### src/rtl/riscv_fetch_unit.sv
// Instruction fetch unit: issues pipelined imem requests, tracks outstanding fetches
// and buffers returned words with their PCs until ID consumes them.
//
// state   | meaning
// --------+-----------------------------------------------------------
// S_IDLE  | first cycle after reset release, no requests issued
// S_FETCH | normal operation, requests issued while credits remain
module riscv_fetch_unit #(
    parameter int                   WORD_SIZE   = 32,
    parameter int                   FETCH_DEPTH = 4,
    parameter logic [WORD_SIZE-1:0] RESET_PC    = '0
) (
    input  logic                           clk_i,
    input  logic                           rst_ni,
    output logic                           imem_req_o,
    output logic [WORD_SIZE-1:0]           imem_addr_o,
    input  logic                           imem_gnt_i,
    input  logic                           imem_rvalid_i,
    input  logic [WORD_SIZE-1:0]           imem_rdata_i,
    input  logic                           redirect_i,
    input  logic [WORD_SIZE-1:0]           redirect_pc_i,
    output logic                           instr_valid_o,
    output logic [WORD_SIZE-1:0]           instr_o,
    output logic [WORD_SIZE-1:0]           instr_pc_o,
    input  logic                           instr_ready_i,
    output logic [$clog2(FETCH_DEPTH):0]   fetch_count_o
);

    localparam int PW = $clog2(FETCH_DEPTH);
    localparam int CW = PW + 1;

    typedef enum logic {S_IDLE, S_FETCH} state_t;

    state_t               state_q, state_d;
    logic                 fetch_en;
    logic [WORD_SIZE-1:0] fetch_pc_q;
    logic [WORD_SIZE-1:0] redirect_pc_aligned;

    logic [WORD_SIZE-1:0] fifo_instr [FETCH_DEPTH];
    logic [WORD_SIZE-1:0] fifo_pc    [FETCH_DEPTH];
    logic [PW-1:0]        fifo_rd_q, fifo_wr_q;
    logic [CW-1:0]        fifo_cnt_q;

    // PCs of granted requests, popped in order as responses return
    logic [WORD_SIZE-1:0] pcq [FETCH_DEPTH];
    logic [PW-1:0]        pcq_rd_q, pcq_wr_q;

    logic [CW-1:0]        outst_q;
    logic [CW-1:0]        discard_q;
    logic [CW-1:0]        fetch_count;

    logic                 grant;
    logic                 push;
    logic                 pop;

    always_ff @(posedge clk_i or negedge rst_ni) begin
        if (!rst_ni) begin
            state_q <= S_IDLE;
        end else begin
            state_q <= state_d;
        end
    end

    always_comb begin
        state_d  = state_q;
        fetch_en = 1'b0;
        case (state_q)
            S_IDLE:  state_d  = S_FETCH;
            S_FETCH: fetch_en = 1'b1;
        endcase
    end

    assign redirect_pc_aligned = redirect_pc_i & ~WORD_SIZE'(3);
    assign fetch_count         = fifo_cnt_q + outst_q;

    assign imem_req_o    = fetch_en && (fetch_count < CW'(FETCH_DEPTH)) && !redirect_i;
    assign imem_addr_o   = fetch_pc_q;
    assign grant         = imem_req_o && imem_gnt_i;
    assign push          = imem_rvalid_i && !redirect_i && (discard_q == '0);
    assign instr_valid_o = (fifo_cnt_q != '0) && !redirect_i;
    assign pop           = instr_valid_o && instr_ready_i;
    assign instr_o       = fifo_instr[fifo_rd_q];
    assign instr_pc_o    = fifo_pc[fifo_rd_q];
    assign fetch_count_o = fetch_count;

    always_ff @(posedge clk_i or negedge rst_ni) begin
        if (!rst_ni) begin
            for (int i = 0; i < FETCH_DEPTH; i++) begin
                pcq[i]        <= '0;
                fifo_instr[i] <= '0;
                fifo_pc[i]    <= '0;
            end
            pcq_rd_q <= '0;
            pcq_wr_q <= '0;
        end else begin
            if (grant) begin
                pcq[pcq_wr_q] <= fetch_pc_q;
                pcq_wr_q      <= pcq_wr_q + PW'(1);
            end
            if (imem_rvalid_i) begin
                pcq_rd_q <= pcq_rd_q + PW'(1);
            end
            if (push) begin
                fifo_instr[fifo_wr_q] <= imem_rdata_i;
                fifo_pc[fifo_wr_q]    <= pcq[pcq_rd_q];
            end
        end
    end

    always_ff @(posedge clk_i or negedge rst_ni) begin
        if (!rst_ni) begin
            fetch_pc_q <= RESET_PC;
            fifo_rd_q  <= '0;
            fifo_wr_q  <= '0;
            fifo_cnt_q <= '0;
            outst_q    <= '0;
            discard_q  <= '0;
        end else begin
            outst_q <= outst_q + CW'(grant) - CW'(imem_rvalid_i);
            if (redirect_i) begin
                // a response landing in the redirect cycle is already dropped
                fetch_pc_q <= redirect_pc_aligned;
                fifo_rd_q  <= '0;
                fifo_wr_q  <= '0;
                fifo_cnt_q <= '0;
                discard_q  <= outst_q - CW'(imem_rvalid_i);
            end else begin
                if (grant) begin
                    fetch_pc_q <= fetch_pc_q + WORD_SIZE'(4);
                end
                if (push) begin
                    fifo_wr_q <= fifo_wr_q + PW'(1);
                end
                if (pop) begin
                    fifo_rd_q <= fifo_rd_q + PW'(1);
                end
                fifo_cnt_q <= fifo_cnt_q + CW'(push) - CW'(pop);
                if (imem_rvalid_i && (discard_q != '0)) begin
                    discard_q <= discard_q - CW'(1);
                end
            end
        end
    end

endmodule

### config.mk
export PLATFORM = sky130hd
export DESIGN_NAME = riscv_fetch_unit
export DESIGN_NICKNAME = d
export VERILOG_FILES = /design/src/rtl/riscv_fetch_unit.sv
export SDC_FILE = /design/constraint.sdc
export NUM_CORES = 1
export LEC_CHECK = 0
export CORE_MARGIN = 4
export CORE_UTILIZATION = 60
export CTS_BUF_LIST = sky130_fd_sc_hd__clkbuf_4
export DETAILED_ROUTE_END_ITERATION = 7
export GPL_TIMING_DRIVEN = 0
export PLACE_DENSITY = 0.92
export SLEW_MARGIN = 20
export SYNTH_ARGS = -nofsm -noshare
export SYNTH_HDL_FRONTEND = slang
export SYNTH_SLANG_ARGS = --single-unit
### constraint.sdc
create_clock -name clk_i -period 3.7 [get_ports clk_i]
set_input_delay 0.555 -clock clk_i [delete_from_list [all_inputs] [get_ports clk_i]]
set_output_delay 0.555 -clock clk_i [all_outputs]
set_load 0.1 [all_outputs]
==> results of run 1 <==
## worst max-delay path: stages, from the launching register on
cell and delay, ns:
dfrtp_1 0.41, ha_1 0.22, fa_1 0.50, clkdlybuf4s50_1 1.14
## flip-flops by register name (all words and copies together), names as in the netlist, 3 cells and up
| name | flops |
|---|---|
| fifo_instr | 128 |
| fifo_pc | 120 |
| outst_q | 3 |
| imem_addr_o | 30 |
| fifo_cnt_q | 3 |
| pcq | 120 |
| discard_q | 3 |
## logic make-up after synthesis
logic type	Yosys count
buffers and inverters	106
other	2
DFF	416
AOI/OAI and AO/OA	73
and+or+nand+nor	139
adders and majority gates	21
xor gates and xnor gates	19
muxes	453
## placed cells by master, fill, tap and decap left out, types with 4 or more instances in the layout
cell,synthesis,layout
clkbuf_1,44,41
clkdlybuf4s15_2,0,60
dfrtp_1,416,416
buf_2,30,29
a21oi_1,7,7
conb_1,2,5
a221o_1,4,4
clkdlybuf4s50_1,0,97
buf_16,0,4
nand2_1,58,58
a21o_1,4,4
nor2_1,16,16
buf_1,4,4
nand4_1,11,11
clkinv_1,1,16
nand3_1,18,18
xor2_1,10,10
mux4_2,92,92
o211ai_1,9,9
and2_1,5,5
ha_1,18,18
xnor2_1,8,8
and3_1,6,6
buf_4,6,7
inv_1,17,17
mux2_2,360,360
o21ai_0,28,28
clkbuf_2,3,5
nor3_1,8,8
clkbuf_4,0,145
o311ai_0,5,5
## final timing paths
kind,startpoint,end,slack [ns],depth (start not counted)
setup / recovery,fifo_cnt_q[0]$_DFF_PN0_,fetch_count_o[1],0.12,3
hold / removal,rst_ni,fifo_instr[108]$_DFFE_PN0P_,0.33,2
setup reg to reg,fifo_cnt_q[0]$_DFF_PN0_,outst_q[2]$_DFF_PN0_,0.37,13
hold reg to reg,pcq[68]$_DFFE_PN0P_,pcq[68]$_DFFE_PN0P_,0.50,2
max in group asynchronous,rst_ni,pcq[20]$_DFFE_PN0P_,1.64,5
min in group clk_i,redirect_pc_i[2],imem_addr_o[2]$_DFFE_PN0P_,0.35,3
## through the flow
step,area (sq um),util
6_report,22280,0.7264
5_1_grt,22280,0.7264
4_1_cts,22270,0.7261
3_5_place_dp,20920,0.6820
3_3_place_gp,20800,0.6782
2_1_floorplan,18670,-
## timing repair
action | CTS | global route
endpoints found under the setup margin | 64 | 35
endpoints found under the hold margin | 73 | 0
hold buffers | 1 | 0
resized for setup | 184 | 5
## routing by layer
metal  track usage  share of wire  vias to the layer above
met1        0.3486           0.40                     6274
met5             0              0                        -
met4       0.08903          0.025                        0
li1              -              -                     5141
met2        0.4332           0.51                      524
met3       0.05980          0.068                      106
## final cells by class
| class | count | area (sq um) |
|---|---|---|
| Antenna cell | 1 | 2.502 |
| Timing Repair Buffer | 168 | 1837 |
| Multi-Input combinational cell | 710 | 7795 |
| Inverter | 18 | 67.56 |
| Clock inverter | 23 | 180.2 |
| Fill cell | 1830 | 8391 |
| Clock buffer | 145 | 1089 |
| Sequential cell | 416 | 10410 |
| Buffer | 87 | 402.9 |
| Tap cell | 396 | 495.5 |
## report_power, final
| group | switching [W] | total [W] | leakage (nW) | internal [W] |
|---|---|---|---|---|
| registers | 0.000742 | 0.00644 | 5.54 | 0.00570 |
| clock network | 0.00180 | 0.00380 | 0.750 | 0.00199 |
| logic | 0.00536 | 0.00814 | 4.23 | 0.00278 |
| total | 0.00790 | 0.0184 | 10.5 | 0.0105 |
==> reports/summary.txt, run 1 <==
outcome -> finished clean
Yosys reg bits -> 416
mapped cell area -> 18,660 sq um
Critical Path AT -> 3.03 ns
DR vias/cell -> 6.133
initial drt markers -> 757
adder-cell share of the synthesized area -> 0.01529
Synth top cells by count -> dfrtp_1 (416), mux2_2 (360), mux4_2 (92)
Synth Instances -> 1,229
power density over the cells -> 824.8 nW/um^2
Synth top area share -> 0.5579
num ports -> 171
Synth area leader -> dfrtp_1
Worst VDD drop -> 1.095 mV
via count -> 12,050
worst hold slack -> 0.3350 ns
top cells by area, synth -> dfrtp_1 (56%), mux2_2 (22%), mux4_2 (11%)
final hold vios -> 0
Compound-Gate Fraction of Synth Area -> 0.02589
Synth Area in XOR/XNOR -> 0.009791
Hold WC Path Type -> in -> async
simple-gate share of the synthesized area -> 0.03668
DIE HEIGHT -> 184.3 microns
Final Cycle Share -> 0.9676
mux cell area share after synthesis -> 0.3289
IO buf count -> 163
largest family of logic cells by synthesized area -> multiplexers
DP HPWL -> 29,550 microns
GPL Wtd Cong -> 0.8962
wire per inst -> 22.21 microns
H-tree Lvls -> 3
crit path max fanout -> 3
DP Worst Slack -> 0.07169 ns
die area -> 33,980 sq um
number of global-route vias before repair -> 13,100
Clock Skew -> 0.04360 ns
Max Slew Vio Count -> 0
antenna violations before repair -> 1
sequential area share after synthesis -> 0.5579
Bufs on Longest Clock Path -> 3
startpoint types -> register
FFs w/ async S/R, synth -> 1.000
CTS Buf Count -> 104
Final ANT Viol Nets -> 0
placed insts -> 1,795
Slew headroom -> 0.2909
DRC errors left -> 0
Clk Latency, worst-skew pair -> 0.79 ns
Leak Pwr -> 10.52 nW
Clock Pin Slew Worst Setup and Hold Paths -> 0.06 ns
Max Fclk -> 0.2793 GHz
Setup Crit Path Kind -> reg -> out
most common cell in the netlist -> dfrtp_1
Crit path required time -> 3.14 ns
grt total ovfl -> 0
Layout Nets -> 1,596
first-pass GRT wire length -> 69,990 microns
Synth cell types -> 52
final worst path period need -> 3.580 ns
core area -> 30,670 sq um
Post-Syn Area per Cell -> 15.18 sq um
pin count of the biggest net entering global routing -> 103
CTS tree -> yes
Final Non-Filler Cells -> 1,964
worst slew pin tran -> 1.068 ns
crit path capture type -> primary output
MaxCap Viol Count -> 0
setup ws final -> 0.1199 ns
Post-synth EDFFs -> 0
Setup violations, final -> 0
Primary FF master, synth -> dfrtp_1
RSZ-0062 raised after global routing -> true
total power -> 0.01838 W
Root Driver -> clkbuf_4
area growth from synthesis to layout -> 19.41%
Total GRT Usage -> 0.2621
setup tns final -> 0 ns
DR pass1 iterations -> 8
die width -> 184.3 microns
Starting Density -> 0.6084
synthesis warning total -> 0
fraction of layout cells with a size suffix above 1 -> 0.4614
total clock sinks -> 416
drt total wl -> 43,610 microns
num rows -> 64
# Post-CTS Setup Buffers -> 0
Power figures use the tool's default switching activity.
==> run 2: changes to the inputs <==
==> constraint.sdc (replaced) <==
create_clock -name clk_i -period 3.7 [get_ports clk_i]
set_input_delay 0.74 -clock clk_i [delete_from_list [all_inputs] [get_ports clk_i]]
set_output_delay 0.74 -clock clk_i [all_outputs]
set_load 0.1 [all_outputs]
==> run 2 against run 1 <==
Compared with the run above:
- register-to-register slack hardly changed
- final cell count barely moved
- sequential share of layout area about the same
- worst hold slack better by 0.16 ns
- global-route usage is essentially flat
- sequential power is essentially flat
- clock power barely moved
- critical path depth is the same
==> reports/summary.txt, run 2 (same netlist as run 1, synthesis figures left out) <==
outcome -> finished clean (unchanged)
Leak Pwr -> 10.50 nW (was 10.52 nW)
DP HPWL -> 29,550 microns (unchanged)
final worst path period need -> 3.620 ns (was 3.580 ns)
num rows -> 64 (unchanged)
met3 WL -> 2854 microns (was 2977 microns)
Setup Crit Path Kind -> reg -> out (unchanged)
Clock Pin Slew Worst Setup and Hold Paths -> 0.06 ns (about the same)
die area -> 33,980 sq um (unchanged)
first-pass GRT wire length -> 69,950 microns (was 69,990 microns)
via count -> 12,080 (was 12,050)
Total GRT Usage -> 0.2619 (was 0.2621)
fin util -> 0.7264 (unchanged)
setup tns final -> 0 ns (unchanged)
number of global-route vias before repair -> 13,090 (was 13,100)
core area -> 30,670 sq um (unchanged)
Final Cycle Share -> 0.9785 (was 0.9676)
Worst VDD drop -> 1.107 mV (was 1.095 mV)
Setup violations, final -> 0 (unchanged)
DR pass1 iterations -> 6 (was 8)
highest routed layer -> met4 (unchanged)
area growth from synthesis to layout -> 19.41% (unchanged)
Int Pwr -> 0.01048 W (was 0.01047 W)
Top Registers -> fifo_instr (128), fifo_pc (120), pcq (120) (unchanged)
die width -> 184.3 microns (unchanged)
Final ANT Viol Nets -> 0 (unchanged)
wire per inst -> 22.21 microns (about the same)
Hold Path Origin -> pcq[68]$_DFFE_PN0P_
Post-Route M1 WL -> 17,470 microns (about the same)
DR vias/cell -> 6.154 (was 6.133)
DRC errors left -> 0 (unchanged)
grt total ovfl -> 0 (unchanged)
Starting Density -> 0.6084 (unchanged)
Max Slew Vio Count -> 0 (unchanged)
Crit path required time -> 2.96 ns (was 3.14 ns)
total clock sinks -> 416 (unchanged)
H-tree Lvls -> 3 (unchanged)
Hold WC Path Type -> reg -> reg (was in -> async)
final hold vios -> 0 (unchanged)
fraction of layout cells with a size suffix above 1 -> 0.4630 (was 0.4614)
drt total wl -> 43,600 microns (was 43,610 microns)
initial drt markers -> 791 (was 757)
Biggest register -> fifo_instr (unchanged)
Clock Skew -> 0.04610 ns (was 0.04360 ns)
metal2 WL -> 22,240 microns (was 22,070 microns)
Net Sw Power -> 0.007901 W (was 0.007903 W)
Clk Latency, worst-skew pair -> 0.80 ns (was 0.79 ns)
Slew headroom -> 0.2784 (was 0.2909)
Clk pwr share -> 0.207 (about the same)
RSZ-0062 raised after global routing -> true (unchanged)
Logic pwr share -> 0.443 (about the same)
Crit-path slowest cell -> dfrtp_1 (was clkdlybuf4s50_1)
most frequent cells in the layout -> dfrtp_1 (415), mux2_2 (360), clkbuf_4 (145) (was dfrtp_1 (416), mux2_2 (360), clkbuf_4 (145))
crit path max fanout -> 10 (was 3)
pin count of the biggest net entering global routing -> 103 (unchanged)
antenna violations before repair -> 1 (unchanged)
startpoint types -> register (unchanged)
Layout Nets -> 1,595 (was 1,596)
Reg2Reg Setup Slack -> 0.37 ns (about the same)
CTS tree -> yes (unchanged)
power density over the cells -> 825.0 nW/um^2 (was 824.8 nW/um^2)
Flop pwr share -> 0.351 (about the same)
Sw Ratio -> 0.4298 (was 0.4300)
reg-to-reg endpoint -> outst_q[2]$_DFF_PN0_ (unchanged)
most common cell after layout, fill and taps aside -> dfrtp_1 (unchanged)
crit path capture type -> primary output (unchanged)
IO buf count -> 163 (unchanged)
Worst R2R Path Depth -> 13 (unchanged)
DIE HEIGHT -> 184.3 microns (unchanged)
Critical Path AT -> 2.88 ns (was 3.03 ns)
Largest register FFs -> 128 (unchanged)
Hold Crit Depth -> 2
GPL Wtd Cong -> 0.8962 (unchanged)
Crit path largest cell delay -> 0.63 ns (was 1.14 ns)
Max Fclk -> 0.2762 GHz (was 0.2793 GHz)
r2r startpoint -> fifo_cnt_q[0]$_DFF_PN0_ (unchanged)
CTS Buf Count -> 104 (unchanged)
Bufs on Longest Clock Path -> 3 (unchanged)
Root Driver -> clkbuf_4 (unchanged)
worst slew pin tran -> 1.081 ns (was 1.068 ns)
worst-case hold path end point -> pcq[68]$_DFFE_PN0P_
critical-path cell list -> buf_1 -> mux4_2 -> clkdlybuf4s15_2 (was ha_1 -> fa_1 -> clkdlybuf4s50_1)
MaxCap Viol Count -> 0 (unchanged)
# Post-CTS Setup Buffers -> 0 (unchanged)
num ports -> 171 (unchanged)
-- run 2: changes by cell type in the layout (fill, tap and decap cells not counted) --
cell and change:
buf_2 -2, clkbuf_1 -1, buf_4 +2, clkdlybuf4s18_2 +1, dfrtp_2 +1, dlymetal6s2s_1 -1
dfrtp_1 -1
-- run 2: layer usage --
layer	up-vias	GRT usage
li1	5147	-
met4	0	0.08903
met3	105	0.05980
met2	514	0.4330
met5	-	0
met1	6314	0.3484
-- run 2: critical path: cells and delay by family, from the launching register on --
family | cells | cell delay, ns
buf+inv | 2 | 1.05
flops | 1 | 0.63
mux | 1 | 0.44
-- run 2: repair_timing --
item                                    in CTS  in global routing
resized for setup                          190                  5
endpoints found under the setup margin      66                 34
hold endpoints to repair                    73                  0
hold buffers                                 1                  0
gates cloned                                 0                  0
-- run 2: through the flow --
stage / hold WS [ns] / power (W) / cells / instance area, sq um / setup WS [ns]
after floorplan: 0.4444 / 0.01270 / 1232 / 18670 / 0.1732
after global placement: 0.4575 / 0.01444 / 1791 / 20800 / -15.30
after detailed placement: 0.4813 / 0.01476 / 1795 / 20920 / -0.1293
after CTS: 0.4873 / 0.01847 / 1962 / 22270 / 0.001943
after global routing: 0.5040 / 0.01922 / 1963 / 22280 / -0.03389
final: 0.4948 / 0.01838 / 1963 / 22280 / 0.07958
-- run 2: power groups by stage --
stage          combinational (W)  clock, W  sequential, W
2_1_floorplan            0.00617         0        0.00652
5_1_grt                  0.00855   0.00412        0.00655
4_1_cts                  0.00820   0.00386        0.00642
6_report                 0.00814   0.00380        0.00645
3_3_place_gp             0.00809         0        0.00636
3_5_place_dp             0.00830         0        0.00646
-- run 2: worst max path at each step --
| stage | start | endpoint | slack [ns] | cells past startpoint |
|---|---|---|---|---|
| floorplan | fifo_cnt_q[0]$_DFF_PN0_ | imem_req_o | 0.17 | 4 |
| global placement | rst_ni | pcq[18]$_DFFE_PN0P_ | -15.30 | 1 |
| detailed placement | redirect_i | instr_valid_o | -0.13 | 5 |
| CTS | fifo_rd_q[1]$_DFFE_PN0P_ | instr_o[0] | 0.002 | 2 |
| global route | fifo_rd_q[1]$_DFFE_PN0P_ | instr_pc_o[22] | -0.03 | 3 |
| finish | fifo_rd_q[1]$_DFFE_PN0P_ | instr_pc_o[22] | 0.08 | 3 |
-- run 2: final cells by class --
| type | count | area, sq um |
|---|---|---|
| flip-flops and latches | 416 | 10410 |
| fillers | 1829 | 8391 |
| multi-input cells | 710 | 7795 |
| repair buffers | 168 | 1834 |
| clock buffers | 145 | 1089 |
| well taps | 396 | 495.5 |
| plain buffers | 86 | 404.1 |
| clock inverters | 23 | 180.2 |
| inverters | 18 | 67.56 |
| diodes | 1 | 2.502 |
